<file path="src/rtl/sl_transmitter.sv">
// sl_transmitter: serialises the low N bits of a 32-bit word, LSB first, onto
// the SL zeroes/ones line pair. Each frame is N bit slots, then a gap, a
// parity slot, a post-parity idle, a sync (both-low) slot and a short tail.
// Every slot is built from phases of PHASE_CYCLES clocks.
//
// Optional feature: define SL_TX_PARITY_INJECT_EN to store config bit [7].
// A frame started with that bit set sends inverted parity. When the macro is
// undefined, bit [7] is forced to 0 and parity is always correct.
//
// Host strobes: wr_enable and wr_data are single-cycle strobes with no
// back-pressure. A wr_data that arrives while busy is dropped and flagged in
// the sticky overrun bit.
module sl_transmitter #(
    parameter int PHASE_CYCLES = 8
) (
    input  logic        clk,
    input  logic        rst_n,
    input  logic        wr_enable,
    input  logic [15:0] wr_config_w,
    output logic [15:0] r_config_w,
    input  logic        wr_data,
    input  logic [31:0] data_w,
    output logic [15:0] status_w,
    output logic        tx_done,
    output logic        serial_line_zeroes,
    output logic        serial_line_ones
);

    localparam int PW = $clog2(2 * PHASE_CYCLES) > 0 ? $clog2(2 * PHASE_CYCLES) : 1;
    localparam logic [PW-1:0] Q_LAST  = PW'(PHASE_CYCLES - 1);
    localparam logic [PW-1:0] Q2_LAST = PW'(2 * PHASE_CYCLES - 1);

`ifdef SL_TX_PARITY_INJECT_EN
    localparam logic [15:0] CFG_MASK = 16'h00FF;
`else
    localparam logic [15:0] CFG_MASK = 16'h007F;
`endif

    // A bit slot is split into its three level phases (pre, low, post).
    typedef enum logic [3:0] {
        S_IDLE,
        S_BIT_PRE,
        S_BIT_LOW,
        S_BIT_POST,
        S_GAP,
        S_PAR,
        S_POST,
        S_SYNC,
        S_TAIL
    } state_t;

    state_t        state_q, state_d;
    logic [PW-1:0] cnt_q, cnt_d;
    logic [5:0]    bit_q, bit_d;
    logic [31:0]   data_q, data_d;
    logic [5:0]    n_q, n_d;
    logic          inv_q, inv_d;
    logic          par0_q, par0_d;
    logic          par1_q, par1_d;
    logic [15:0]   cfg_q, cfg_d;
    logic          ovr_q, ovr_d;
    logic          cerr_q, cerr_d;
    logic          done_q, done_d;
    logic          tx_done_q, tx_done_d;
    logic          zeroes_q, zeroes_d;
    logic          ones_q, ones_d;

    logic [5:0]    cfg_n;
    logic          cfg_ok;
    logic          cur_bit;
    logic          next_bit;

    assign cfg_n  = wr_config_w[6:1];
    assign cfg_ok = !cfg_n[0] && (cfg_n >= 6'd8) && (cfg_n <= 6'd32);

    assign r_config_w         = cfg_q;
    assign status_w           = {12'd0, done_q, cerr_q, ovr_q, (state_q != S_IDLE)};
    assign tx_done            = tx_done_q;
    assign serial_line_zeroes = zeroes_q;
    assign serial_line_ones   = ones_q;

    // Register file: FSM state, counters, frame latches, status and output levels.
    always_ff @(posedge clk) begin
        if (!rst_n) begin
            state_q   <= S_IDLE;
            cnt_q     <= '0;
            bit_q     <= '0;
            data_q    <= '0;
            n_q       <= '0;
            inv_q     <= 1'b0;
            par0_q    <= 1'b1;
            par1_q    <= 1'b0;
            cfg_q     <= 16'h0040;
            ovr_q     <= 1'b0;
            cerr_q    <= 1'b0;
            done_q    <= 1'b0;
            tx_done_q <= 1'b0;
            zeroes_q  <= 1'b1;
            ones_q    <= 1'b1;
        end else begin
            state_q   <= state_d;
            cnt_q     <= cnt_d;
            bit_q     <= bit_d;
            data_q    <= data_d;
            n_q       <= n_d;
            inv_q     <= inv_d;
            par0_q    <= par0_d;
            par1_q    <= par1_d;
            cfg_q     <= cfg_d;
            ovr_q     <= ovr_d;
            cerr_q    <= cerr_d;
            done_q    <= done_d;
            tx_done_q <= tx_done_d;
            zeroes_q  <= zeroes_d;
            ones_q    <= ones_d;
        end
    end

    // Next state: config writes first, so a same-cycle frame start sees the new config.
    always_comb begin
        state_d = state_q;
        cnt_d   = cnt_q + 1'b1;
        bit_d   = bit_q;
        data_d  = data_q;
        n_d     = n_q;
        inv_d   = inv_q;
        par0_d  = par0_q;
        par1_d  = par1_q;
        cfg_d   = cfg_q;
        ovr_d   = ovr_q;
        cerr_d  = cerr_q;
        done_d  = done_q;
        cur_bit = data_q[bit_q[4:0]];

        if (wr_enable) begin
            if (cfg_ok) begin
                cfg_d  = wr_config_w & CFG_MASK;
                ovr_d  = 1'b0;
                cerr_d = 1'b0;
                done_d = 1'b0;
            end else begin
                cerr_d = 1'b1;
            end
        end

        case (state_q)
            S_IDLE: begin
                cnt_d = '0;
                if (wr_data) begin
                    state_d = S_BIT_PRE;
                    data_d  = data_w;
                    n_d     = cfg_d[6:1];
                    inv_d   = cfg_d[7];
                    bit_d   = '0;
                    par0_d  = 1'b1;
                    par1_d  = 1'b0;
                    done_d  = 1'b0;
                end
            end
            S_BIT_PRE: begin
                if (cnt_q == Q_LAST) begin
                    state_d = S_BIT_LOW;
                    cnt_d   = '0;
                end
            end
            S_BIT_LOW: begin
                if (cnt_q == Q2_LAST) begin
                    state_d = S_BIT_POST;
                    cnt_d   = '0;
                end
            end
            S_BIT_POST: begin
                if (cnt_q == Q_LAST) begin
                    cnt_d = '0;
                    if (cur_bit) begin
                        par1_d = ~par1_q;
                    end else begin
                        par0_d = ~par0_q;
                    end
                    if (bit_q == n_q - 6'd1) begin
                        state_d = S_GAP;
                    end else begin
                        bit_d   = bit_q + 6'd1;
                        state_d = S_BIT_PRE;
                    end
                end
            end
            S_GAP: begin
                if (cnt_q == Q_LAST) begin
                    state_d = S_PAR;
                    cnt_d   = '0;
                end
            end
            S_PAR: begin
                if (cnt_q == Q2_LAST) begin
                    state_d = S_POST;
                    cnt_d   = '0;
                end
            end
            S_POST: begin
                if (cnt_q == Q2_LAST) begin
                    state_d = S_SYNC;
                    cnt_d   = '0;
                end
            end
            S_SYNC: begin
                if (cnt_q == Q2_LAST) begin
                    state_d = S_TAIL;
                    cnt_d   = '0;
                end
            end
            S_TAIL: begin
                if (cnt_q == Q_LAST) begin
                    state_d = S_IDLE;
                    cnt_d   = '0;
                    done_d  = 1'b1;
                end
            end
            default: begin
                state_d = S_IDLE;
                cnt_d   = '0;
            end
        endcase

        if (wr_data && (state_q != S_IDLE)) begin
            ovr_d = 1'b1;
        end
    end

    // Output levels are decoded from the next state so the registered lines line up with state_q.
    always_comb begin
        zeroes_d  = 1'b1;
        ones_d    = 1'b1;
        next_bit  = data_d[bit_d[4:0]];
        tx_done_d = (state_d == S_TAIL) && (cnt_d == Q_LAST);
        case (state_d)
            S_BIT_LOW: begin
                zeroes_d = next_bit;
                ones_d   = ~next_bit;
            end
            S_PAR: begin
                zeroes_d = par0_d ^ inv_d;
                ones_d   = par1_d ^ inv_d;
            end
            S_SYNC: begin
                zeroes_d = 1'b0;
                ones_d   = 1'b0;
            end
            default: begin
                zeroes_d = 1'b1;
                ones_d   = 1'b1;
            end
        endcase
    end

endmodule

</file>
<file path="config.mk">
export PLATFORM = sky130hd
export DESIGN_NAME = sl_transmitter
export DESIGN_NICKNAME = d
export VERILOG_FILES = /design/src/rtl/sl_transmitter.sv
export SDC_FILE = /design/constraint.sdc
export NUM_CORES = 1
export LEC_CHECK = 0
export ABC_AREA = 0
export CAP_MARGIN = 25
export CELL_PAD_IN_SITES_DETAIL_PLACEMENT = 0
export CELL_PAD_IN_SITES_GLOBAL_PLACEMENT = 1
export CORE_MARGIN = 2
export CORE_UTILIZATION = 41
export DETAILED_ROUTE_END_ITERATION = 12
export PLACE_DENSITY_LB_ADDON = 0.25
export RECOVER_POWER = 100
export SYNTH_ARGS = -nofsm -noshare
export SYNTH_HDL_FRONTEND = slang
export SYNTH_SLANG_ARGS = --single-unit
</file>
<file path="constraint.sdc">
create_clock -name clk -period 8.9 [get_ports clk]
set_input_delay 1.78 -clock clk [delete_from_list [all_inputs] [get_ports clk]]
set_output_delay 1.78 -clock clk [all_outputs]
set_load 0.01 [all_outputs]
</file>
Word-level counts from Yosys, hierarchy flattened --
Cells that the tools add are included.
Cells by class: add/subtract/negate cells 3, magnitude comparators 4, reductions and logical operators 16, equality and inequality tests 19, muxes and demuxes 47, bitwise gates (word level) 5
Operators with widths (count):
- 32-bit 2-to-1 mux | 2
- 4-bit 2-to-1 mux | 11
- 4-bit one-hot mux with 9 select lines | 1
- 4-bit by 3-bit == test with 1-bit output (second input constant) | 8
- 1-bit 2-to-1 mux | 18
- 6-bit 2-to-1 mux | 3
- 8-bit 2-to-1 mux | 2
- 4-bit by 2-bit == test with 1-bit output (second input constant) | 3
- 4-bit == test (second input constant) | 3
- 5-bit by 6-bit < comparator with 1-bit output (second input constant) | 2
- 6-bit one-hot mux with 2 select lines | 1
- 1-bit binary-select mux with 5-bit select | 2
- 4-bit one-hot mux with 2 select lines | 1
- 4-bit OR reduction | 2
- 6-bit by 1-bit adder with 6-bit output (second input constant) | 1
- 6-bit == test | 1
- 6-bit by 4-bit greater-or-equal comparator with 1-bit output (second input constant) | 1
- 6-bit less-or-equal comparator (second input constant) | 1
- 2-bit != test (second input constant) | 3
- 1-bit one-hot mux with 2 select lines | 3
- 1-bit one-hot mux with 3 select lines | 2
- 2-bit AND reduction | 3
- 2-bit nonzero test | 3
- 6-bit by 1-bit subtractor with 6-bit output (second input constant) | 1
- other kinds (10) | 16
Storage, ports and cells: output and inout port bits 35, flip-flop bits (word level) 69, word-level logic and storage cells 111

Longest topological paths before layout --
depth after elaboration 9, mapped depth 13, gate-level depth less buffers 12

Least setup slack after synthesis --
No wires, ideal clock.
kind input port to flip-flop, start in wr_data, end reg ones_q (netlist: serial_line_ones), stages on the path 12, slack 4.851 ns, setup time 0.117 ns, buffers on the path 3, arrival time 3.932 ns, data required time 8.783 ns, path through nor3b_2 > and2_1 > buf_2 > buf_4 > buf_2 > nor2_1 > a22oi_1 > nor3b_1 > o21ai_0 > a2111oi_0 > a311oi_2 > o22a_1
Between the ends: longest elaborated chain between the ends 6, elaborated cells on any way between the ends 18, those cells by class 3 x eq/ne; 13 x mux; 2 x bitwise
Ends and longest elaborated chain:
- start: declaration | RTL line 21 | input logic wr_data,
- 6-bit 2-to-1 mux / 32-bit 2-to-1 mux (equally long branches) | RTL line 149 | if (wr_data) begin
- 6-bit one-hot mux with 2 select lines / 32-bit 2-to-1 mux (equally long branches) | RTL line 146 | case (state_q)
- 1-bit binary-select mux with 5-bit select | RTL line 234 | next_bit = data_d[bit_d[4:0]];
- 1-bit 2-to-1 mux (implied by the code) | RTL line 234
- 1-bit inverter | RTL line 239 | ones_d = ~next_bit;
- 1-bit one-hot mux with 3 select lines * | RTL line 236 | case (state_d)
- end signal: assignment | RTL line 115 | ones_q <= ones_d;
- end: declaration | RTL line 66 | logic ones_q, ones_d;
Every way passes the cells marked *; elsewhere a longest branch is shown, timed or not. The select of a mux whose other input is x is not followed. A chain may end at the register's enable or synchronous reset.

Worst setup path in the final report --
start in wr_data, end reg zeroes_q (netlist: serial_line_zeroes)
Between the ends: longest elaborated chain between the ends 5, elaborated cells on any way between the ends 17, those cells by class 3 x eq/ne; 13 x mux; 1 x bitwise
Ends and longest elaborated chain:
- 6-bit 2-to-1 mux / 32-bit 2-to-1 mux (equally long branches) | RTL line 149
- 6-bit one-hot mux with 2 select lines / 32-bit 2-to-1 mux (equally long branches) | RTL line 146
- 1-bit binary-select mux with 5-bit select | RTL line 234
- 1-bit 2-to-1 mux (implied by the code) | RTL line 234
- 1-bit one-hot mux with 3 select lines * | RTL line 236
- end signal: assignment | RTL line 114 | zeroes_q <= zeroes_d;
- end: declaration | RTL line 65 | logic zeroes_q, zeroes_d;
Marks and branches as above.

==> implementation parameters <==
Parameter                              Value

Global routing
  Total track usage ... 19.5%
  Pin count of the biggest net entering global routing ... 55
  Global-route congestion overflow total ... 0
  Wire length of the first global-routing pass ... 17.6 mm
  Via count of the first global-routing pass ... 3472
  Initial antenna violation count ... 0

Final layout
  Antenna diode count ... 0
  Synthesis-to-finish area growth ... 16.9%
  Layout cell share with drive strength beyond 1 ... 7.30%
  Area occupied by registers ... 1380 um^2
  Area of the multi-input gates ... 2540 um^2
  Layout Nets ... 598
  Core occupancy in the finished layout ... 48.6%
  Layout fillers ... 1032

Logic synthesis
  Share of flip-flops with an asynchronous set or reset after synthesis ... 0%
  Dominant register cell in the synthesized netlist ... dfxtp_1
  Top cell type by total area after synthesis ... dfxtp_1
  Avg Cell Area, Syn ... 8.29 um^2
  Top cells by area in the synthesized netlist ... dfxtp_1, mux2i_1, nand2_1, mux4_2, nor2_1
  FF+latch count, synth ... 69
  Post-synth EDFFs ... 0
  Yosys warns ... 0
  Area share of the leading cell type in the synthesized netlist ... 32.7%
  Number of instances in the synthesized netlist ... 510
  Sequential element share of the synthesized area ... 32.7%
  Cell variety after synth ... 69
  Post-synthesis instance area ... 4230 um^2

Route
  Via count of the routed design ... 3729
  DRT iter0 DRCs ... about 110
  First-pass detailed-route iteration total ... 4
  Detail-routed via count per cell ... 5.45
  Overall routed net length ... 10.5 mm
  Average wire per standard cell ... between 15 and 20 um
  Post-detailed-route count of antenna-violating nets ... 0
  Post-route DRC violation count ... 0

Setup path
  Required time at the worst-slack endpoint ... 9.11 ns
  Data arrival time of the worst path ... 5.63 ns
  Critical Setup Path Class ... input port to register
  Crit path capture type ... register
  CP Launch Type ... input port
  Crit-path max FO ... 15

CTS
  Number of post-CTS setup repair buffers ... 0
  Number of H-tree branching levels ... 3
  Clock Latency Late Sink ... 0.35 ns
  Number of cells upsized or downsized after cts ... 0
  Cell at the root of the clock tree ... clkbuf_8
  CTS tree ... yes
  Bufs on Longest Clock Path ... 2
  Clk sinks ... 69
  Inserted Clock Buffers ... 9
  Clock transition time at the flip-flop clock pins of the worst setup and hold paths ... 0.08 ns
  Cts-stage hold buffer count ... 0

Die
  Die Y-Extent ... 106 um
  Number of placement rows ... 37
  Core Footprint ... 10200 um^2
  Die width ... 106 um
  Boundary Pins ... 87
  Initial cell density of the core ... 41.5%
  Floorplan die area ... 11100 um^2

Timing
  Max Fclk ... around 0.18 GHz
  Min Hold Slack ... 0.477 ns
  Number of pins exceeding their max-slew limit in the final report ... 90
  Final setup violating endpoints ... 0
  Setup WS post-layout ... 3.48 ns
  Post-layout min period ... 5.42 ns
  Hold violation total from the final report ... 0
  Slew @ Worst Pin ... 1.83 ns
  Final setup TNS ... 0 ns
  Max Clock Skew ... 0.00832 ns
  Slew HR ... -21.8%
  Period utilization ... about 61%
  Unrepaired setup endpoints after global routing ... false

Power and ir drop
  Max rail drop VDD ... around 62 uV
  Total power per unit cell area ... 150 nW/um^2
  Leakage power figure ... 1.94 nW

Placed design
  Count of input and output buffers ... 57
  Post-Place Worst Slack ... 3.51 ns
  Final HPWL DP ... 7.21 mm
  Placer congestion estimate ... around 0.8

Hold path
  Type of the most critical hold path ... register to register

Flow run
  Max-Cap Viols ... 2

Run status
  Result of the run ... finished, violations left
  Violations in the final reports ... capacitance limit, slew limit
## cells in the mapped netlist, drive strengths merged (4+ instances only)
library cell and instances:
o31ai 4, nor4 4, a22oi 4, nor3 12
nand3 11, mux4 10, dfxtp 69, nor3b 6
mux2i 30, o21ai 15, mux2 6, nand2 69
and3 11, and2 9, clkbuf 21, xnor2 7
xor2 6, o22ai 4, inv 10, nand2b 7
a211oi 9, a221oi 4, o32ai 6, a21oi 29
nor2 56, buf 37, nor2b 4
## per-stage QoR
step / instance area, um^2 / instances / power, W
after floorplan: 4300 / 529 / 0.000423
after global placement: 4740 / 668 / 0.000456
after detailed placement: 4740 / 668 / 0.000459
after CTS: 4960 / 684 / 0.000751
after global routing: 4940 / 684 / 0.000778
final: 4940 / 684 / 0.000741
## layout by cell type, fill, tap and decap left out, types with 10 or more instances in the layout
cell type | netlist | final
a21oi_1 | 29 | 29
conb_1 | 1 | 20
clkdlybuf4s50_1 | 0 | 38
mux2i_1 | 30 | 30
dlygate4sd3_1 | 0 | 19
dfxtp_1 | 69 | 69
inv_1 | 9 | 10
nor2_1 | 56 | 56
mux4_2 | 10 | 10
and3_1 | 11 | 11
o21ai_0 | 13 | 14
nor3_1 | 12 | 12
nand3_1 | 11 | 11
nand2_1 | 69 | 69
## critical path, cell delays in order
cell	delay [ns]
dlygate4sd3_1	0.55
nor3b_1	0.40
o21ai_0	0.37
a21oi_1	0.24
o31a_1	0.71
mux2i_1	0.33
a2111o_1	0.48
a31oi_1	0.14
a2111oi_0	0.10
a311oi_2	0.36
a22oi_1	0.16
## cell families after synthesis
kind of cell / synth area share [%]
simple gates: 22.7
flops: 32.7
fa+ha+maj: 0.887
buf+inv: 8.84
mux: 14.1
xor+xnor: 2.69
other cells: 0.0886
compound gates: 18.0
## layout make-up
| cell class | instances | area share (%) |
|---|---|---|
| Clock inverter | 7 | 1.95 |
| Clock buffer | 9 | 2.51 |
| Multi-Input combinational cell | 392 | 51.3 |
| Sequential cell | 69 | 27.9 |
| Inverter | 10 | 0.759 |
| Tap cell | 136 | 3.44 |
| Timing Repair Buffer | 61 | 12.1 |
## state kept, by name, indices dropped and copies added (netlist names)
| register | count |
|---|---|
| bit_q | 6 |
| serial_line_zeroes | 1 |
| par1_q | 1 |
| done_q | 1 |
| data_q | 32 |
| cerr_q | 1 |
| ovr_q | 1 |
| cnt_q | 4 |
| r_config_w | 8 |
| serial_line_ones | 1 |
| n_q | 6 |
| par0_q | 1 |
| tx_done | 1 |
| inv_q | 1 |
| state_q | 4 |
## power breakdown
part           switching (W)  internal (W)  leakage, nW
sequential         0.0000131      0.000323        0.564
combinational      0.0000593     0.0000546         1.27
clock               0.000131      0.000159        0.114
## per-layer routing
layer / global-route usage, % / vias to the layer above / part of all wire, %
met4: 6.77 / 0 / 0.70
met2: 29.6 / 96 / 47
met3: 3.40 / 8 / 5.5
met1: 27.8 / 1769 / 47
met5: 0 / - / 0
li1: - / 1856 / -
## worst paths after layout
path / from / to / slack (ns) / depth (start not counted)
max: wr_data / serial_line_zeroes$_SDFF_PN1_ / 3.48 / 11
min: cnt_q[0]$_SDFF_PN0_ / cnt_q[0]$_SDFF_PN0_ / 0.48 / 1
max reg2reg: bit_q[0]$_SDFF_PN0_ / serial_line_ones$_SDFF_PN1_ / 4.52 / 10
min reg2reg: cnt_q[0]$_SDFF_PN0_ / cnt_q[0]$_SDFF_PN0_ / 0.48 / 1
No activity file was read; power rests on OpenSTA's default activity.
